**config.mk**
```make
export PLATFORM = sky130hd
export DESIGN_NAME = lcd_line_scaler
export DESIGN_NICKNAME = d
export VERILOG_FILES = /design/src/rtl/lcd_line_scaler_pkg.sv /design/src/rtl/lcd_line_scaler_ram.sv /design/src/rtl/lcd_line_scaler.sv
export SDC_FILE = /design/constraint.sdc
export NUM_CORES = 1
export LEC_CHECK = 0
export BUFFER_PORTS_ARGS = -buffer_cell sky130_fd_sc_hd__buf_2
export CORE_MARGIN = 2
export CORE_UTILIZATION = 25
export DETAILED_ROUTE_END_ITERATION = 6
export SLEW_MARGIN = 0
export SYNTH_ARGS = -nofsm -noshare
export SYNTH_HDL_FRONTEND = slang
export SYNTH_SLANG_ARGS = --single-unit
```
**constraint.sdc**
```tcl
create_clock -name clk -period 3.5 [get_ports clk]
set_input_delay 0.35 -clock clk [delete_from_list [all_inputs] [get_ports clk]]
set_output_delay 0.35 -clock clk [all_outputs]
set_load 0.005 [all_outputs]
```
**src/rtl/lcd_line_scaler_pkg.sv**
```systemverilog
// ============================================================================
// lcd_pkg : PPU mode encodings and raster total helper for lcd_line_scaler
// Rev 1.0
// ============================================================================
`default_nettype none

package lcd_pkg;

    localparam logic [1:0] MODE_HBLANK = 2'b00;
    localparam logic [1:0] MODE_VBLANK = 2'b01;
    localparam logic [1:0] MODE_OAM    = 2'b10;
    localparam logic [1:0] MODE_XFER   = 2'b11;

    function automatic int calc_total(input int vis, input int fp, input int sw, input int bp);
        return vis + fp + sw + bp;
    endfunction

endpackage

`default_nettype wire

```
**src/rtl/lcd_line_scaler_ram.sv**
```systemverilog
// ============================================================================
// lcd_line_ram : simple dual-port line-buffer RAM, NBUF lines of H pixels
// Rev 1.0
// ============================================================================
`default_nettype none

module lcd_line_ram #(
    parameter int DW   = 2,
    parameter int H    = 160,
    parameter int NBUF = 2,
    parameter int PW   = $clog2(H + 1),
    parameter int BW   = $clog2(NBUF)
) (
    input  logic          clk,
    input  logic          we,
    input  logic [BW-1:0] wbuf,
    input  logic [PW-1:0] wptr,
    input  logic [DW-1:0] wdata,
    input  logic          re,
    input  logic [BW-1:0] rbuf,
    input  logic [PW-1:0] rptr,
    output logic [DW-1:0] rdata
);

    localparam int DEPTH = NBUF * H;
    localparam int AW    = $clog2(DEPTH);

    logic [DW-1:0] r_mem [DEPTH];
    logic [AW-1:0] w_waddr;
    logic [AW-1:0] w_raddr;

    // Lines are packed back to back so the array is exactly NBUF*H deep.
    assign w_waddr = AW'(wbuf) * AW'(H) + AW'(wptr);
    assign w_raddr = AW'(rbuf) * AW'(H) + AW'(rptr);

    always_ff @(posedge clk) begin
        if (we) begin
            r_mem[w_waddr] <= wdata;
        end
        if (re) begin
            rdata <= r_mem[w_raddr];
        end
    end

endmodule

`default_nettype wire

```
**src/rtl/lcd_line_scaler.sv**
```systemverilog
// ============================================================================
// lcd_line_scaler : LCD line capture ring with a free-running, PPU-resynced raster
// Rev 1.0
// ============================================================================
`default_nettype none

module lcd_line_scaler
    import lcd_pkg::*;
#(
    parameter int DW        = 2,
    parameter int H         = 160,
    parameter int HFP       = 24,
    parameter int HS        = 20,
    parameter int HBP       = 24,
    parameter int V         = 576,
    parameter int VFP       = 2,
    parameter int VS        = 2,
    parameter int VBP       = 36,
    parameter int NBUF      = 2,
    parameter int VSYNC_OFS = 4
) (
    input  logic          clk,
    input  logic          reset_n,
    input  logic          in_en,
    input  logic [DW-1:0] in_data,
    input  logic [1:0]    mode,
    input  logic          out_en,
    input  logic          on,
    input  logic          clr_err,
    output logic          hs,
    output logic          vs,
    output logic          active,
    output logic [DW-1:0] dout,
    output logic          ovf,
    output logic          unf
);

    localparam int HTOT = calc_total(H, HFP, HS, HBP);
    localparam int VTOT = calc_total(V, VFP, VS, VBP);
    localparam int HW   = $clog2(HTOT);
    localparam int VW   = $clog2(VTOT);
    localparam int PW   = $clog2(H + 1);
    localparam int BW   = $clog2(NBUF);

    localparam logic [HW-1:0] C_H_LAST   = HW'(HTOT - 1);
    localparam logic [HW-1:0] C_H_VIS    = HW'(H);
    localparam logic [HW-1:0] C_HS_ON    = HW'(H + HFP);
    localparam logic [HW-1:0] C_HS_OFF   = HW'(H + HFP + HS);
    localparam logic [VW-1:0] C_V_LAST   = VW'(VTOT - 1);
    localparam logic [VW-1:0] C_V_VIS    = VW'(V);
    localparam logic [VW-1:0] C_VS_ON    = VW'(V + VFP);
    localparam logic [VW-1:0] C_VS_OFF   = VW'(V + VFP + VS);
    localparam logic [VW-1:0] C_V_LOAD   = VW'(VTOT - VSYNC_OFS);
    localparam logic [PW-1:0] C_LINE_LEN = PW'(H);
    localparam logic [BW-1:0] C_RBUF_RST = BW'(NBUF - 1);

    logic [1:0]    r_last_mode;
    logic [PW-1:0] r_wptr;
    logic [BW-1:0] r_wbuf;
    logic [BW-1:0] r_done;
    logic          r_hreq;
    logic          r_vreq;
    logic [HW-1:0] r_h_cnt;
    logic [VW-1:0] r_v_cnt;
    logic [BW-1:0] r_rbuf;
    logic [PW-1:0] r_rptr;
    logic          r_hs;
    logic          r_vs;
    logic          r_active;
    logic          r_show;
    logic          r_ovf;
    logic          r_unf;

    logic          w_wr_ok;
    logic          w_commit;
    logic          w_hedge;
    logic          w_vedge;
    logic          w_vis;
    logic          w_line_end;
    logic [VW-1:0] w_v_next;
    logic [DW-1:0] w_rdata;

    assign w_wr_ok    = in_en && (r_wptr < C_LINE_LEN);
    assign w_commit   = (r_last_mode == MODE_HBLANK) && (mode != MODE_HBLANK);
    assign w_hedge    = (r_last_mode == MODE_HBLANK) && (mode == MODE_OAM);
    assign w_vedge    = (r_last_mode == MODE_VBLANK) && (mode != MODE_VBLANK);
    assign w_vis      = (r_h_cnt < C_H_VIS) && (r_v_cnt < C_V_VIS);
    assign w_line_end = (r_h_cnt == C_H_LAST);
    assign w_v_next   = r_vreq ? C_V_LOAD :
                        (r_v_cnt == C_V_LAST) ? '0 : r_v_cnt + VW'(1);

    // Write side, edge detection and sticky status run on every clock.
    always_ff @(posedge clk or negedge reset_n) begin
        if (!reset_n) begin
            r_last_mode <= MODE_HBLANK;
            r_wptr      <= '0;
            r_wbuf      <= '0;
            r_done      <= '0;
            r_hreq      <= 1'b0;
            r_vreq      <= 1'b0;
            r_ovf       <= 1'b0;
            r_unf       <= 1'b0;
        end else begin
            r_last_mode <= mode;
            if (w_commit) begin
                r_wptr <= '0;
                r_wbuf <= r_wbuf + BW'(1);
                r_done <= r_wbuf;
            end else if (w_wr_ok) begin
                r_wptr <= r_wptr + PW'(1);
            end
            // A vsync request is only acted on at a line boundary, so it waits for one.
            r_hreq <= w_hedge | (r_hreq & ~out_en);
            r_vreq <= w_vedge | (r_vreq & ~(out_en & w_line_end));
            r_ovf  <= (in_en & ~w_wr_ok) | (r_ovf & ~clr_err);
            r_unf  <= (out_en & w_vis & (r_rbuf == r_wbuf)) | (r_unf & ~clr_err);
        end
    end

    // Raster advances one pixel slot per out_en.
    always_ff @(posedge clk or negedge reset_n) begin
        if (!reset_n) begin
            r_h_cnt  <= '0;
            r_v_cnt  <= '0;
            r_rbuf   <= C_RBUF_RST;
            r_rptr   <= '0;
            r_hs     <= 1'b1;
            r_vs     <= 1'b0;
            r_active <= 1'b0;
            r_show   <= 1'b0;
        end else if (out_en) begin
            r_h_cnt <= (r_hreq || w_line_end) ? '0 : r_h_cnt + HW'(1);
            if (r_h_cnt == C_HS_ON) begin
                r_hs <= 1'b0;
            end else if (r_h_cnt == C_HS_OFF) begin
                r_hs <= 1'b1;
            end
            if (w_line_end) begin
                r_v_cnt <= w_v_next;
                r_rbuf  <= r_done;
                if (w_v_next == C_VS_ON) begin
                    r_vs <= 1'b1;
                end else if (w_v_next == C_VS_OFF) begin
                    r_vs <= 1'b0;
                end
            end
            r_active <= w_vis;
            r_show   <= w_vis & on;
            r_rptr   <= (w_vis && !r_hreq) ? r_rptr + PW'(1) : '0;
        end
    end

    lcd_line_ram #(
        .DW   (DW),
        .H    (H),
        .NBUF (NBUF)
    ) u_ram (
        .clk   (clk),
        .we    (w_wr_ok),
        .wbuf  (r_wbuf),
        .wptr  (r_wptr),
        .wdata (in_data),
        .re    (out_en & w_vis),
        .rbuf  (r_rbuf),
        .rptr  (r_rptr),
        .rdata (w_rdata)
    );

    assign hs     = r_hs;
    assign vs     = r_vs;
    assign active = r_active;
    assign dout   = r_show ? w_rdata : '0;
    assign ovf    = r_ovf;
    assign unf    = r_unf;

endmodule

`default_nettype wire

```
==> impl_metrics.json <==
{
  "area_growth_pct": 16.2,
  "status": "finished clean",
  "yosys.area.top_type": "edfxtp_1",
  "drtIter0Drc": 1900,
  "die_y_um": 344,
  "yosysTopAreaCellShare": 0.666,
  "ios": 17,
  "postCtsResizedCells": 0,
  "slew_headroom": 0.399,
  "fill_cells": 11298,
  "synthCells": 1807,
  "reg2reg_depth": 7,
  "setup_viol_count_final": 0,
  "p_per_area_nw_per_um2": 628,
  "postRouteAntennaNets": 0,
  "antenna_cells": 0,
  "ys_async_sr_fraction": 0.0682,
  "path_class": "reg -> reg",
  "hold_class": "in -> reg",
  "finClkSkew_ns": 0.0358,
  "ys_warn_count": 0,
  "clockRootBuffer": "clkbuf_16",
  "hold_violations": 0,
  "fin_crit_sh": 0.945,
  "place_inst": 3293,
  "wl_um": 72400,
  "syn_nets": 1831,
  "worstPathArrival_ns": 3.66,
  "via_count": 16372,
  "syn_area_per_cell_um2": 16.0,
  "clock-sinks": 689,
  "hold_ws_ns": 0.143,
  "crit_path_end_kind": "register",
  "grt_max_degree": 110,
  "fp-row-count": 124,
  "yosys-top-cells-area": "edfxtp_1, mux4_2, nor2_1",
  "leakage_nw": 10.5,
  "hpwlAfterDp_um": 44300,
  "htree_num_levels": 3,
  "final-max-slew-violation-count": 0,
  "drc": 0,
  "start_kind": "register",
  "ys_seq_area_frac": 0.707,
  "timing.setup.tns_ns": 0,
  "final_util": 0.294,
  "post_cts_buffers": 0,
  "first_pass_iters": 5,
  "cts.clk_slew.worst_paths_ns": 0.06,
  "cts_buffer_depth": 3,
  "die_area_um2": 118000,
  "vias_per_cell": 4.76,
  "synth_ff_type": "edfxtp_1",
  "overflow": 0,
  "layout-drive-gt1-share": 0.199,
  "worstPathRequired_ns": 3.86,
  "synth_area_um2": 28900,
  "synth_edf_count": 642,
  "io_buffers": 16,
  "grt_antenna_before_repair": 0,
  "fin_crit_ns": 3.31,
  "core_area_um2": 115000,
  "cts_made_buffers": 76,
  "grt_pass1_wl_um": 108000,
  "gp_congestion": 0.833,
  "clock_latency_ns": 0.63,
  "die_w_um": 344,
  "maxCapViolCount": 0,
  "stdcell_count": 3436,
  "timing.fmax_mhz": 302,
  "rsz0062_at_grt": "no",
  "tightest_slew_ns": 0.899,
  "hold_depth": 4,
  "nets": 1889,
  "synth_seq_cells": 689,
  "yosysUniqueCellTypes": 65,
  "wl_per_cell_um": 21.1,
  "start_util": 0.253,
  "critPathMaxFanout": 43,
  "grtUsageTotal": 0.121,
  "grt_pass1_vias": 16743,
  "cts_tree": "yes",
  "ir_worst_vdd_mv": 0.356
}
-- layer usage --
layer,vias to the layer above,global-route usage,wire [um]
met5,-,0,0
li1,7083,-,-
met1,8525,0.166,31100
met4,0,0.0360,1900
met3,129,0.0217,5060
met2,635,0.196,34300
-- worst max-delay path, cell delays in order (launching register included) --
cell and delay (ns):
dfrtp_4 0.67, buf_12 0.30, nor2b_1 0.73, a22oi_1 0.20, a311oi_1 0.57, a2111oi_0 0.13
a211oi_1 0.31, o41ai_1 0.10
-- cells by family (layout without fill, tap and decap cells) --
family / count (synthesis) / in the layout / synth area share
AO/OA/AOI/OAI: 143 / 143 / 0.0343
XOR/XNOR: 20 / 20 / 0.00605
adder cells (fa/ha/maj): 14 / 14 / 0.00605
buffers and inverters: 142 / 259 / 0.0234
flip-flops: 689 / 689 / 0.707
multiplexers: 237 / 237 / 0.141
AND/OR/NAND/NOR: 562 / 562 / 0.0821
-- registers in the layout, indices dropped and copies added (netlist names), 2 cells and up --
register	cells
u_ram.r_mem	640
u_ram.rdata	2
r_last_mode	2
r_rptr	8
r_h_cnt	8
r_wptr	8
r_v_cnt	10
-- placed cells by master, fill, tap and decap left out, types with 12 or more instances in the layout --
master     Yosys  routed
inv_1         18      18
buf_4         22      70
a21oi_1       16      16
xor2_1        12      12
buf_2         16      14
nor2b_1       12      12
o22ai_1       14      14
nor2_1       367     367
clkbuf_16      0      77
clkinv_1       0      17
ha_1          14      14
o21ai_0       32      32
mux4_2       133     133
nand3_1       24      24
nor3_1        14      14
a22oi_1       16      16
mux2i_1       75      75
nand2_1       85      85
edfxtp_1     642     642
buf_12         0      12
clkinv_2       0      14
mux2_2        28      28
dfrtp_1       45      41
-- area by class of cell --
type | instances | area (um2) | area share
Tap cell | 1512 | 1890 | 0.0562
Multi-Input combinational cell | 976 | 7810 | 0.232
Inverter | 18 | 67.6 | 0.00201
Timing Repair Buffer | 104 | 923 | 0.0275
Clock inverter | 50 | 495 | 0.0147
Sequential cell | 689 | 20500 | 0.608
Clock buffer | 87 | 1980 | 0.0590
-- timing repair --
item                       CTS  global route
hold buffers                 6             0
hold endpoints to repair    34             0
setup endpoints to repair    0             0
-- final timing paths --
kind | startpoint | endpoint | slack, ns
max in group asynchronous | reset_n | hs$_DFFE_PN1P_ | 2.37
worst max register to register | r_rptr[0]$_DFFE_PN0P_ | u_ram.rdata[1]$_DFFE_PP_ | 0.19
worst min register to register | active$_DFFE_PN0P_ | active$_DFFE_PN0P_ | 0.49
worst max-delay path | r_rptr[0]$_DFFE_PN0P_ | u_ram.rdata[1]$_DFFE_PP_ | 0.19
min in group asynchronous | reset_n | r_wptr[7]$_DFFE_PN0P_ | 0.33
worst min-delay path | in_en | r_wptr[1]$_DFFE_PN0P_ | 0.14
-- report_power, final --
group,internal [mW],switching (mW),leakage (nW)
logic,1.53,2.23,2.87
clock network,4.69,3.28,1.21
registers,9.15,0.251,6.37
total,15.4,5.76,10.5
-- synthesized netlist by cell type, types with 16 or more instances --
cell type,n
a21oi_1,16
a22oi_1,16
buf_2,16
buf_4,22
clkbuf_1,79
dfrtp_1,45
edfxtp_1,642
inv_1,18
mux2_2,28
mux2i_1,75
mux4_2,133
nand2_1,85
nand3_1,24
nor2_1,367
o21ai_0,32
-- stage by stage --
stage | power, mW | cell area, um2 | setup slack, ns
2_1_floorplan | 11.8 | 28900 | 1.07
3_3_place_gp | 13.3 | 31100 | 0.159
3_5_place_dp | 13.3 | 31100 | 0.183
4_1_cts | 21.2 | 33600 | 0.161
5_1_grt | 21.8 | 33600 | 0.0164
6_report | 21.1 | 33600 | 0.192
Note: power is estimated with default switching activity, not from simulation.
